<file path="config.mk">
export PLATFORM = sky130hd
export DESIGN_NAME = uart_tx_cfg
export DESIGN_NICKNAME = d
export VERILOG_FILES = /design/src/rtl/uart_tx_cfg.sv
export SDC_FILE = /design/constraint.sdc
export NUM_CORES = 1
export LEC_CHECK = 0
export BUFFER_PORTS_ARGS = -buffer_cell sky130_fd_sc_hd__clkbuf_2
export CORE_ASPECT_RATIO = 0.7
export CORE_UTILIZATION = 31
export DETAILED_ROUTE_END_ITERATION = 10
export PLACE_DENSITY = 0.61
export RECOVER_POWER = 100
export SYNTH_ARGS = -nofsm -noshare
export SYNTH_HDL_FRONTEND = slang
export SYNTH_SLANG_ARGS = --single-unit
export TNS_END_PERCENT = 5
</file>
<file path="constraint.sdc">
create_clock -name clk -period 2.25 [get_ports clk]
set_input_delay 0.45 -clock clk [delete_from_list [all_inputs] [get_ports clk]]
set_output_delay 0.45 -clock clk [all_outputs]
set_load 0.02 [all_outputs]
</file>
<file path="src/rtl/uart_tx_cfg.sv">
// Configurable UART transmitter: start, DATA_BITS data (LSB first), optional parity, 1/2 stop.
// Define UART_TX_BREAK_EN to add the tx_break input that holds the line low while idle.
module uart_tx_cfg #(
    parameter int CLKS_PER_BIT = 217,
    parameter int DATA_BITS    = 8
) (
    input  logic                 clk,
    input  logic                 rst,
    input  logic                 tx_dv,
    output logic                 tx_ready,
    input  logic [DATA_BITS-1:0] tx_data_in,
    input  logic [1:0]           cfg_parity,
    input  logic                 cfg_two_stop,
`ifdef UART_TX_BREAK_EN
    input  logic                 tx_break,
`endif
    output logic                 tx_active,
    output logic                 tx_data_out,
    output logic                 tx_done
);

    localparam int CW = (CLKS_PER_BIT > 1) ? $clog2(CLKS_PER_BIT) : 1;
    localparam int IW = $clog2(DATA_BITS);
    localparam logic [CW-1:0] BAUD_LAST = CW'(CLKS_PER_BIT - 1);
    localparam logic [IW-1:0] IDX_LAST  = IW'(DATA_BITS - 1);

    localparam logic [2:0] IDLE   = 3'd0;
    localparam logic [2:0] START  = 3'd1;
    localparam logic [2:0] DATA   = 3'd2;
    localparam logic [2:0] PARITY = 3'd3;
    localparam logic [2:0] STOP   = 3'd4;

    logic [2:0]           state;
    logic [CW-1:0]        baud_cnt;
    logic [IW-1:0]        bit_idx;
    logic [DATA_BITS-1:0] shreg;
    logic                 par_bit;
    logic                 par_en;
    logic                 two_stop;
    logic                 stop_second;
    logic                 brk_q;
    logic                 bit_end;
    logic                 accept;

    assign bit_end  = (baud_cnt == BAUD_LAST);
    assign tx_ready = (state == IDLE) && !rst && !brk_q;
    assign accept   = tx_dv && tx_ready;

`ifndef UART_TX_BREAK_EN
    assign brk_q = 1'b0;
`endif

    always_ff @(posedge clk) begin
        if (rst) begin
            state       <= IDLE;
            baud_cnt    <= '0;
            bit_idx     <= '0;
            shreg       <= '0;
            par_bit     <= 1'b0;
            par_en      <= 1'b0;
            two_stop    <= 1'b0;
            stop_second <= 1'b0;
            tx_data_out <= 1'b1;
            tx_active   <= 1'b0;
            tx_done     <= 1'b0;
`ifdef UART_TX_BREAK_EN
            brk_q       <= 1'b0;
`endif
        end else begin
            tx_done <= 1'b0;
            unique case (state)
                IDLE: begin
                    baud_cnt    <= '0;
                    bit_idx     <= '0;
                    stop_second <= 1'b0;
                    if (accept) begin
                        // Frame config is frozen here; later cfg changes wait for the next word.
                        shreg       <= tx_data_in;
                        par_bit     <= (^tx_data_in) ^ cfg_parity[1];
                        par_en      <= ^cfg_parity;
                        two_stop    <= cfg_two_stop;
                        tx_data_out <= 1'b0;
                        tx_active   <= 1'b1;
                        state       <= START;
                    end else begin
`ifdef UART_TX_BREAK_EN
                        brk_q       <= tx_break;
                        tx_data_out <= !tx_break;
                        tx_active   <= tx_break;
`else
                        tx_data_out <= 1'b1;
                        tx_active   <= 1'b0;
`endif
                    end
                end
                START: begin
                    if (bit_end) begin
                        baud_cnt    <= '0;
                        tx_data_out <= shreg[0];
                        shreg       <= shreg >> 1;
                        state       <= DATA;
                    end else begin
                        baud_cnt <= baud_cnt + CW'(1);
                    end
                end
                DATA: begin
                    if (bit_end) begin
                        baud_cnt <= '0;
                        if (bit_idx == IDX_LAST) begin
                            bit_idx <= '0;
                            if (par_en) begin
                                tx_data_out <= par_bit;
                                state       <= PARITY;
                            end else begin
                                tx_data_out <= 1'b1;
                                state       <= STOP;
                            end
                        end else begin
                            bit_idx     <= bit_idx + IW'(1);
                            tx_data_out <= shreg[0];
                            shreg       <= shreg >> 1;
                        end
                    end else begin
                        baud_cnt <= baud_cnt + CW'(1);
                    end
                end
                PARITY: begin
                    if (bit_end) begin
                        baud_cnt    <= '0;
                        tx_data_out <= 1'b1;
                        state       <= STOP;
                    end else begin
                        baud_cnt <= baud_cnt + CW'(1);
                    end
                end
                STOP: begin
                    if (bit_end) begin
                        baud_cnt <= '0;
                        if (two_stop && !stop_second) begin
                            stop_second <= 1'b1;
                        end else begin
                            stop_second <= 1'b0;
                            tx_done     <= 1'b1;
                            tx_active   <= 1'b0;
                            tx_data_out <= 1'b1;
                            state       <= IDLE;
                        end
                    end else begin
                        baud_cnt <= baud_cnt + CW'(1);
                    end
                end
                default: state <= IDLE;
            endcase
        end
    end

endmodule

</file>
==> results.md <==
* P_leak at 0.672 nW
* DRT Pass-1 Iters at 4
* Largest net degree at the start of global routing at 19
* Switch share at 0.257
* Sw Pwr at approximately 0.3 mW
* Total chip power at between 1 and 1.5 mW
* Reg power frac at 0.463
* Critical-path top delay cell: a2111o_1
* Worst setup SP type: register
* Met3 wire len at approximately 190 um
* Largest family of logic cells by synthesized area: simple AND/OR/NAND/NOR gates
* Fraction of layout cells with a size suffix above 1 at 0.150
* Gpl congestion at between 0.7 and 0.8
* Post-Synth Simple-Gate Area at 0.275
* Pwr/cell area at around 610 nW/um2
* Multi-input logic area at between 1000 and 1500 um2
* Crit path time final at roughly 2.1 ns
* Max Slew Vio Count at 0
* Number of remaining DRC errors at 0
* Kind of cell adding the most delay to the critical path: compound AO/OA/AOI/OAI gates
* Syn. warnings at 0
* GRT overflow at 0
* Hold Path Stages at 3
* Routed length per instance at roughly 14 um
* Synth area leaders: dfxtp_1, nor3_1, a21oi_1, a221oi_1, o21ai_0
* Bufs and invs on worst path at 0
* Compound-Gate Fraction of Synth Area at 0.234
* First-pass GRT wire length at about 6700 um
* Max_cap viols at 0
* Dpl cells at 291
* Initial core utilization at 0.323
* Root buf cell: clkbuf_8
* Vias/cell at 5.27
* CP arrival at around 2.3 ns
* Part of the power in combinational logic at 0.141
* Element type at the critical path end: register
* Fill cell count at between 500 and 600
* Unrepaired setup endpoints after global routing: yes
* Commonest cells after routing, fill and taps aside: dfxtp_1, nor3_1, nand2_1, nor2_1, clkbuf_2
* Clock network power share at 0.395
* CTS H-tree lvls at 2
* Post-CTS Setup Bufs at 0
* Asr flop ratio synth at 0
* Worst-Margin Slew at roughly 0.55 ns
* Post-route clock period utilization at 0.951
* Skew final at around 0.005 ns
* Commonest non-fill, non-tap cell in the layout: dfxtp_1
* Die H at roughly 64 um
* TritonCTS clock tree: done
* Netlist cell types at 48
* Fin util at 0.374
* Met2 WL at about 1600 um
* Crit Path Class: register to register
* WP depth at 6
* Synth Area in Adders at 0.0296
* Post-Layout Cell Count at 299
* Antenna violations before repair at 0
* Top_reg_cell synth: dfxtp_1
* Worst-skew pair later-pin latency at roughly 0.28 ns
* Top Layer Used: met4
* Final setup fails at 0
* Clock sink total at 29
* Final WL at between 4000 and 5000 um
* CP cell instances: ha_1, ha_1, or3b_4, a2111o_1, a221oi_1, nor3_1
* CTS Buf Count at 5
* Post-route antenna net violation count at 0
* Syn nets at 225
* XOR/XNOR Fraction of Synth Area at 0.0548
* Max-slew headroom at 0.627
* Row count at 22
* Top cell type's share of synthesized area at 0.344
* Area Overhead vs Synth at 15.7%
* Crit path max fanout at 8
* Hold Crit Class: input port to register
* Pint at 0.888 mW
* Clk slew on worst S/H paths at ~0.060 ns
* Mux contribution to synthesized area at 0.00593
* Total die area at about 5800 um2
* Outcome: complete, no violations
* F_max at roughly 470 MHz
* Post-synth top area cell: dfxtp_1
* Data required, critical path at about 2.4 ns
* Reg2Reg Depth at 6
* Register bit total from synthesis at 29
* Inserted Diodes at 0
* Final nets at 244
* Maximum VDD drop at about 350 uV
* Vias at ~1600
* Boundary Pins at 18
* CP max stage delay at around 0.5 ns
* Post-synthesis cell area at approximately 1700 um2
* DR iter-0 viols at roughly 140
* All-Layer GR Usage at 0.147
* Buffers added on ports at 17
* FF/Latch Area at 581 um2
* Post-synth EDFFs at 0
* Chip width at roughly 90 um
* Clock tree buffer depth at 2
* Final Hold Fails at 0
* Crit path top cell by count: ha_1
* Vias in the first global route at about 1400
* Metal1 wirelength at 2230 um
* Post-Synthesis Cells at approximately 210
* Mean Syn Cell Area at around 8.2 um2
* Post-synthesis sequential area ratio at 0.344
* Core Area at 5230 um2
* DPL Wire Length at ~3000 um
[cell usage after synthesis, types with 2 or more instances]
| cell type | number |
|---|---|
| inv_1 | 5 |
| nor2_1 | 14 |
| clkbuf_1 | 12 |
| nand2b_1 | 3 |
| o21a_1 | 2 |
| nor3b_1 | 8 |
| buf_2 | 2 |
| a31oi_1 | 6 |
| o211ai_1 | 3 |
| a211oi_1 | 2 |
| a311oi_1 | 2 |
| nand3b_1 | 2 |
| or3_1 | 3 |
| nor3_1 | 16 |
| xnor2_1 | 6 |
| nand4_1 | 4 |
| xor2_1 | 2 |
| a221oi_1 | 7 |
| nand3_1 | 10 |
| o21ai_0 | 12 |
| or2_2 | 2 |
| nand2_1 | 15 |
| a21oi_1 | 13 |
| ha_1 | 4 |
| dfxtp_1 | 29 |
[through the flow]
stage               hold slack [ns]  TNS [ns]  cell area, um2  worst slack [ns]
floorplan                     0.439         0            1690             0.139
global placement              0.462         0            1880             0.117
detailed placement            0.475         0            1880            0.0923
CTS                           0.364         0            1980            0.0673
global route                  0.365  -0.00156            1950          -0.00156
finish                        0.363         0            1950             0.111
[kinds of logic (layout without fill, tap and decap cells)]
logic type | Yosys count | in the layout
flops | 29 | 29
fa+ha+maj | 4 | 4
simple gates | 86 | 86
buf+inv | 22 | 42
compound gates | 56 | 56
mux | 1 | 1
xor+xnor | 9 | 9
[metal layers]
| metal | vias to the layer above | global-route usage |
|---|---|---|
| met4 | 0 | 0.0565 |
| met1 | 723 | 0.222 |
| met5 | - | 0 |
| li1 | 804 | - |
| met3 | 7 | 0.0357 |
| met2 | 41 | 0.197 |
[sequential cells by signal, indices dropped and copies added (netlist names)]
register	count
state	3
shreg	8
stop_second	1
tx_data_out	1
tx_done	1
par_en	1
baud_cnt	8
two_stop	1
par_bit	1
bit_idx	3
tx_active	1
[worst min-delay path, delay by kind of cell]
kind	cells	cell delay, ns
AND/OR/NAND/NOR	2	0.09
buffers and inverters	1	0.08
[power by group through the flow]
| stage | Clock [mW] | Combinational [mW] | Sequential [mW] |
|---|---|---|---|
| global placement | 0 | 0.171 | 0.564 |
| finish | 0.472 | 0.169 | 0.553 |
| CTS | 0.484 | 0.173 | 0.553 |
| global route | 0.515 | 0.184 | 0.555 |
| floorplan | 0 | 0.119 | 0.561 |
| detailed placement | 0 | 0.172 | 0.564 |
[layout make-up]
type,count,share of cell area
clock buffers,7,0.0493
clock inverters,1,0.00256
inverters,5,0.00960
multi-input cells,156,0.515
flip-flops and latches,29,0.297
well taps,72,0.0461
repair buffers,29,0.0800
[final timing paths]
path | startpoint | endpoint | slack, ns
setup / recovery | bit_idx[0]$_SDFFE_PP0P_ | shreg[0]$_SDFFE_PP0P_ | 0.11
hold / removal | cfg_two_stop | two_stop$_SDFFE_PP0P_ | 0.36
setup reg to reg | bit_idx[0]$_SDFFE_PP0P_ | shreg[0]$_SDFFE_PP0P_ | 0.11
hold reg to reg | par_bit$_SDFFE_PP0P_ | par_bit$_SDFFE_PP0P_ | 0.48
[repair_timing]
item / in CTS / in global routing
setup endpoints to repair: 0 / 7
hold buffers: 0 / 0
hold endpoints to repair: 0 / 0
gates resized for setup: 0 / 0
Note: power is estimated with default switching activity, not from simulation.
